### config.mk
export PLATFORM = sky130hd
export DESIGN_NAME = mmio_bus_mux
export DESIGN_NICKNAME = d
export VERILOG_FILES = /design/src/rtl/mmio_bus_mux_pkg.sv /design/src/rtl/mmio_bus_mux_region_hit.sv /design/src/rtl/mmio_bus_mux.sv
export SDC_FILE = /design/constraint.sdc
export NUM_CORES = 1
export LEC_CHECK = 0
export BUFFER_PORTS_ARGS = -buffer_cell sky130_fd_sc_hd__buf_2
export CAP_MARGIN = 40
export CORE_ASPECT_RATIO = 0.8
export CORE_UTILIZATION = 47
export DETAILED_ROUTE_END_ITERATION = 12
export PLACE_DENSITY = 0.76
export SYNTH_ARGS = -nofsm -noshare
export SYNTH_HDL_FRONTEND = slang
export SYNTH_HIERARCHICAL = 1
export SYNTH_SLANG_ARGS = --single-unit
### constraint.sdc
create_clock -name clk -period 6.35 [get_ports clk]
set_clock_uncertainty 0.05 [all_clocks]
set_input_delay 1.905 -clock clk [delete_from_list [all_inputs] [get_ports clk]]
set_output_delay 1.905 -clock clk [all_outputs]
set_load 0.005 [all_outputs]
### src/rtl/mmio_bus_mux_pkg.sv
// Shared definitions for the MMIO bus interconnect: FSM encoding and the
// field widths used to slice the flat per-region parameter vectors.
package mmio_bus_mux_pkg;

    localparam int WAIT_W = 4;
    localparam int LOG2_W = 5;

    typedef enum logic [2:0] {
        ST_IDLE   = 3'd0,
        ST_STROBE = 3'd1,
        ST_DATA   = 3'd2,
        ST_RESP   = 3'd3,
        ST_ERR    = 3'd4
    } state_t;

endpackage

### src/rtl/mmio_bus_mux_region_hit.sv
// Combinational decode for one slave region: size-aligned base compare and
// the address offset inside the region.
module mmio_region_hit #(
    parameter int                ADDR_W = 16,
    parameter logic [ADDR_W-1:0] BASE   = '0,
    parameter int                LOG2   = 8
) (
    input  logic [ADDR_W-1:0] address,
    output logic              hit,
    output logic [ADDR_W-1:0] offset
);

    // A region as large as the whole address space masks nothing off.
    localparam logic [ADDR_W-1:0] MASK =
        (LOG2 >= ADDR_W) ? {ADDR_W{1'b1}} : ADDR_W'((64'd1 << LOG2) - 64'd1);

    assign hit    = ((address >> LOG2) == (BASE >> LOG2));
    assign offset = address & MASK;

endmodule

### src/rtl/mmio_bus_mux.sv
// Memory-map interconnect between the CPU data port and N slave regions:
// decode, one-cycle slave strobe, per-region wait states, bus-error reporting.
module mmio_bus_mux
    import mmio_bus_mux_pkg::*;
#(
    parameter int                            N_REGIONS   = 4,
    parameter int                            ADDR_W      = 16,
    parameter int                            DATA_W      = 8,
    parameter logic [N_REGIONS*ADDR_W-1:0]   REGION_BASE = {16'h3000, 16'h2000, 16'h1000, 16'h0000},
    parameter logic [N_REGIONS*LOG2_W-1:0]   REGION_LOG2 = {5'd12, 5'd12, 5'd8, 5'd11},
    parameter logic [N_REGIONS*WAIT_W-1:0]   REGION_WAIT = {4'd2, 4'd1, 4'd0, 4'd0}
) (
    input  logic                          clk,
    input  logic                          rst,
    input  logic [ADDR_W-1:0]             address,
    input  logic [DATA_W-1:0]             din,
    input  logic                          w_en,
    input  logic                          r_en,
    output logic [DATA_W-1:0]             dout,
    output logic                          ready,
    output logic                          bus_err,
    output logic                          err_sticky,
    output logic [ADDR_W-1:0]             err_addr,
    input  logic                          err_clr,
    output logic [ADDR_W-1:0]             s_addr,
    output logic [DATA_W-1:0]             s_din,
    output logic [N_REGIONS-1:0]          s_w_en,
    output logic [N_REGIONS-1:0]          s_r_en,
    input  logic [N_REGIONS*DATA_W-1:0]   s_dout
);

    localparam int IDX_W = (N_REGIONS > 1) ? $clog2(N_REGIONS) : 1;

    state_t              state_q, state_d;
    logic [N_REGIONS-1:0] hits;
    logic [ADDR_W-1:0]   offsets [N_REGIONS];
    logic [IDX_W-1:0]    hit_idx, idx_q;
    logic [ADDR_W-1:0]   hit_offset;
    logic [N_REGIONS-1:0] hit_onehot;
    logic                mapped;
    logic                start;
    logic                op_wr_q;
    logic [WAIT_W-1:0]   wait_cnt;

    for (genvar g = 0; g < N_REGIONS; g++) begin : g_region
        mmio_region_hit #(
            .ADDR_W (ADDR_W),
            .BASE   (REGION_BASE[g*ADDR_W +: ADDR_W]),
            .LOG2   (int'(REGION_LOG2[g*LOG2_W +: LOG2_W]))
        ) u_hit (
            .address (address),
            .hit     (hits[g]),
            .offset  (offsets[g])
        );
    end

    // Scan downwards so the lowest-index overlapping region wins.
    always_comb begin
        hit_idx    = '0;
        hit_offset = '0;
        hit_onehot = '0;
        mapped     = 1'b0;
        for (int i = N_REGIONS - 1; i >= 0; i--) begin
            if (hits[i]) begin
                hit_idx    = IDX_W'(i);
                hit_offset = offsets[i];
                hit_onehot = '0;
                hit_onehot[i] = 1'b1;
                mapped     = 1'b1;
            end
        end
    end

    assign start = (state_q == ST_IDLE) && (w_en || r_en);

    always_ff @(posedge clk or posedge rst) begin
        if (rst) state_q <= ST_IDLE;
        else     state_q <= state_d;
    end

    always_comb begin
        state_d = state_q;
        case (state_q)
            ST_IDLE:   if (w_en || r_en) state_d = mapped ? ST_STROBE : ST_ERR;
            ST_STROBE: state_d = ST_DATA;
            ST_DATA:   if (wait_cnt == '0) state_d = ST_RESP;
            ST_RESP:   state_d = ST_IDLE;
            ST_ERR:    state_d = ST_IDLE;
            default:   state_d = ST_IDLE;
        endcase
    end

    // Strobes are registered on the request edge so slaves never see CPU-input glitches.
    always_ff @(posedge clk or posedge rst) begin
        if (rst) begin
            op_wr_q  <= 1'b0;
            idx_q    <= '0;
            wait_cnt <= '0;
            dout     <= '0;
            err_addr <= '0;
            s_addr   <= '0;
            s_din    <= '0;
            s_w_en   <= '0;
            s_r_en   <= '0;
        end else begin
            s_w_en <= '0;
            s_r_en <= '0;
            case (state_q)
                ST_IDLE: begin
                    if (start) begin
                        op_wr_q <= w_en;
                        idx_q   <= hit_idx;
                        if (mapped) begin
                            s_addr <= hit_offset;
                            s_din  <= din;
                            if (w_en) s_w_en <= hit_onehot;
                            else      s_r_en <= hit_onehot;
                        end else begin
                            err_addr <= address;
                            if (!w_en) dout <= '0;
                        end
                    end
                end
                ST_STROBE: wait_cnt <= REGION_WAIT[idx_q*WAIT_W +: WAIT_W];
                ST_DATA: begin
                    if (wait_cnt != '0)  wait_cnt <= wait_cnt - 1'b1;
                    else if (!op_wr_q)   dout <= s_dout[idx_q*DATA_W +: DATA_W];
                end
                default: ;
            endcase
        end
    end

    // A new error outranks a simultaneous clear.
    always_ff @(posedge clk or posedge rst) begin
        if (rst)                  err_sticky <= 1'b0;
        else if (start && !mapped) err_sticky <= 1'b1;
        else if (err_clr)         err_sticky <= 1'b0;
    end

    assign ready   = (state_q == ST_RESP) || (state_q == ST_ERR);
    assign bus_err = (state_q == ST_ERR);

endmodule

==> results.py <==
metrics = {
    "synth": {
        "syn_inst": 380,
        "synth_top_cell_by_area": "dfrtp_1",
        "synth.distinct_cells": 41,
        "synth_area_um2": 3850,
        "yosysWarnings": 6,
        "async_reset_ff_frac": 1.00,
        "synth_top_area_frac": 0.436,
        "synth_area_leaders": "dfrtp_1 (44%), buf_4 (13%), mux2_2 (7.0%)",
        "synthAdderAreaFrac": 0.00651,
        "synth_edf_count": 0,
        "synth_compound_area_frac": 0.136,
        "ys.flop_type": "dfrtp_1",
        "synthMuxAreaShare": 0.125,
        "synth-xor-area-share": 0,
        "yosys.area_share.simple": 0.127,
        "ys_seq_area_frac": 0.436,
        "synth_area_per_cell_um2": 10.1,
        "ys_seq_elements": 67,
        "synth_top_family_by_area": "buffers and inverters",
    },
    "sta": {
        "period_share": 0.639,
        "worstMarginPinSlew_ns": 0.882,
        "slew_viol_final": 0,
        "timing.hold.ws_ns": 0.432,
        "finalHoldViolations": 0,
        "fin_tns_setup_ns": 0,
        "fin_crit_ns": 4.06,
        "max_clock_freq_mhz": 247,
        "rsz0062_at_grt": "false",
        "slew_headroom": 0.407,
        "finalSetupViolCount": 0,
    },
    "critical_path": {
        "critPathArrivalTime_ns": 4.24,
        "worstSetupPathType": "in -> reg",
        "startpoint": "address[15]",
        "worstPathMaxFanout": 23,
        "required_ns": 6.54,
        "cp-end-kind": "flip-flop",
        "ff2ff_path_depth": 5,
        "start_kind": "input port",
        "r2r-start": "state_q[2]",
        "r2r_slack_ns": 4.14,
        "rr_endpoint": "s_addr[2]",
    },
    "placed_design": {
        "io_buffers": 119,
        "routabilityCongestion": 0.773,
        "dp_hpwl_mm": 5.71,
    },
    "floorplanning": {
        "fp.dieArea_um2": 8550,
        "io_pins": 120,
        "initial_core_util": 0.484,
        "num_rows": 29,
        "core_area_um2": 7950,
        "die_w_um": 103,
        "die_h_um": 82.9,
    },
    "clocking": {
        "clk_latency_ns": 0.35,
        "cts_buffers": 9,
        "cts.sinks": 67,
        "clockBufferDepth": 2,
        "cts_tree": "yes",
        "clkTransAtPathRegs_ns": 0.08,
        "cts_setup_buffers": 0,
        "htreeDepth": 3,
        "cts.repair.resized": 0,
        "cts-root-buf": "clkbuf_8",
        "holdBufCountCts": 0,
    },
    "drt": {
        "avgViaCountPerCell": 5.14,
        "drtAntennaViolNets": 0,
        "drcViolationCount": 0,
        "drt-total-wl_mm": 8.04,
        "num_vias": 2887,
        "wl_per_cell_um": 14.3,
        "drtIter0Drc": 177,
        "drtPass1Iterations": 6,
    },
    "worst_hold_path": {
        "worstHoldEndpoint": "err_addr[12]",
        "hold_start": "err_addr[12]",
        "hp-class": "reg -> reg",
        "whs_path_depth": 2,
    },
    "flow_run": {
        "drv_cap": 0,
    },
    "final_layout": {
        "n_antenna_cell": 0,
        "layout_common_cells": "buf_2 (119), dfrtp_1 (67), nand2_1 (58)",
        "final_common_cell": "buf_2",
        "area_delta_synth_final_pct": 12.8,
        "final_layout_size_suffix_gt1_frac": 0.410,
        "nets": 512,
        "n_fill_cell": 688,
    },
    "power": {
        "power.density_nw_per_um2": 376,
        "leakage_uw": 0.00217,
        "ir_drop_uv": 165,
    },
    "run_status": {
        "status": "completed",
    },
    "global_routing": {
        "grtUsageTotal": 0.202,
        "overflow": 0,
        "grt_pass1_wl_mm": 13.2,
        "grt_pass1_vias": 2759,
        "grt_max_degree": 68,
        "antenna_found_initial": 0,
    },
}
## layout make-up
| class | count | area (um2) | area share |
|---|---|---|---|
| clock buffers | 9 | 124 | 0.0286 |
| multi-input cells | 236 | 1610 | 0.370 |
| flip-flops and latches | 67 | 1680 | 0.387 |
| well taps | 108 | 135 | 0.0312 |
| repair buffers | 126 | 648 | 0.149 |
| clock inverters | 7 | 101 | 0.0234 |
| inverters | 9 | 46.3 | 0.0107 |
## how the worst max path moves through the flow
stage | endpoint | cells after the start | slack (ns)
2_1_floorplan | dout[0] | 7 | 2.48
6_report | dout[3] | 10 | 2.29
4_1_cts | dout[3] | 10 | 2.31
3_5_place_dp | dout[3] | 10 | 1.94
3_3_place_gp | dout[7] | 10 | 2.02
5_1_grt | dout[3] | 10 | 2.24
## synth_stat cells, types with 2 or more instances
cell type   n
dfrtp_1    67
buf_4      65
nand2_1    58
a22oi_1    32
o21ai_0    25
mux2_2     24
nor2_1     15
clkbuf_1   12
a32o_1      8
inv_1       8
mux4_2      8
a21oi_1     6
nor3_1      6
buf_2       4
conb_1      4
buf_6       3
mux2i_1     3
or4_1       3
a31oi_1     2
ha_1        2
nand3_1     2
nor2b_1     2
nor4_1      2
or3b_2      2
## critical path, stage by stage
cell,delay (ns)
buf_2,0.14
nor4_1,0.06
and4b_1,0.18
buf_4,0.21
or4_4,0.51
or4_1,0.51
buf_4,0.24
clkinv_8,0.12
o22ai_4,0.12
a32o_1,0.23
## metal layers
metal	vias up	global-route usage	routed length (um)
li1	1383	-	-
met1	1394	0.263	3600
met2	98	0.324	3900
met3	12	0.0564	408
met4	0	0.0666	140
met5	-	0	0
## per-stage QoR
step	util	area [um2]	setup slack [ns]	cells	total power, uW
final	0.546	4340	2.29	562	1630
after global routing	0.546	4340	2.24	562	1750
after CTS	0.546	4340	2.31	562	1640
after detailed placement	0.517	4110	1.94	546	1240
after global placement	0.516	4100	2.02	545	1220
after floorplan	-	3910	2.48	397	1050
## state kept, by name, indices dropped and copies added (netlist names)
signal / flops
s_w_en: 4
state_q: 3
op_wr_q: 1
idx_q: 2
dout: 8
s_addr: 16
err_sticky: 1
s_din: 8
s_r_en: 4
err_addr: 16
wait_cnt: 4
## kinds of logic (layout without fill, tap and decap cells)
logic type	Yosys count	in the layout
simple gates	102	102
buf+inv	94	151
compound gates	76	76
flops	67	67
mux	35	35
other cells	4	21
fa+ha+maj	2	2
## report_power, final
part | switching (uW) | internal, uW | total (uW)
clock | 176 | 223 | 399
sequential | 106 | 567 | 673
combinational | 288 | 269 | 557
total | 569 | 1060 | 1630
Note: power is estimated with default switching activity, not from simulation.
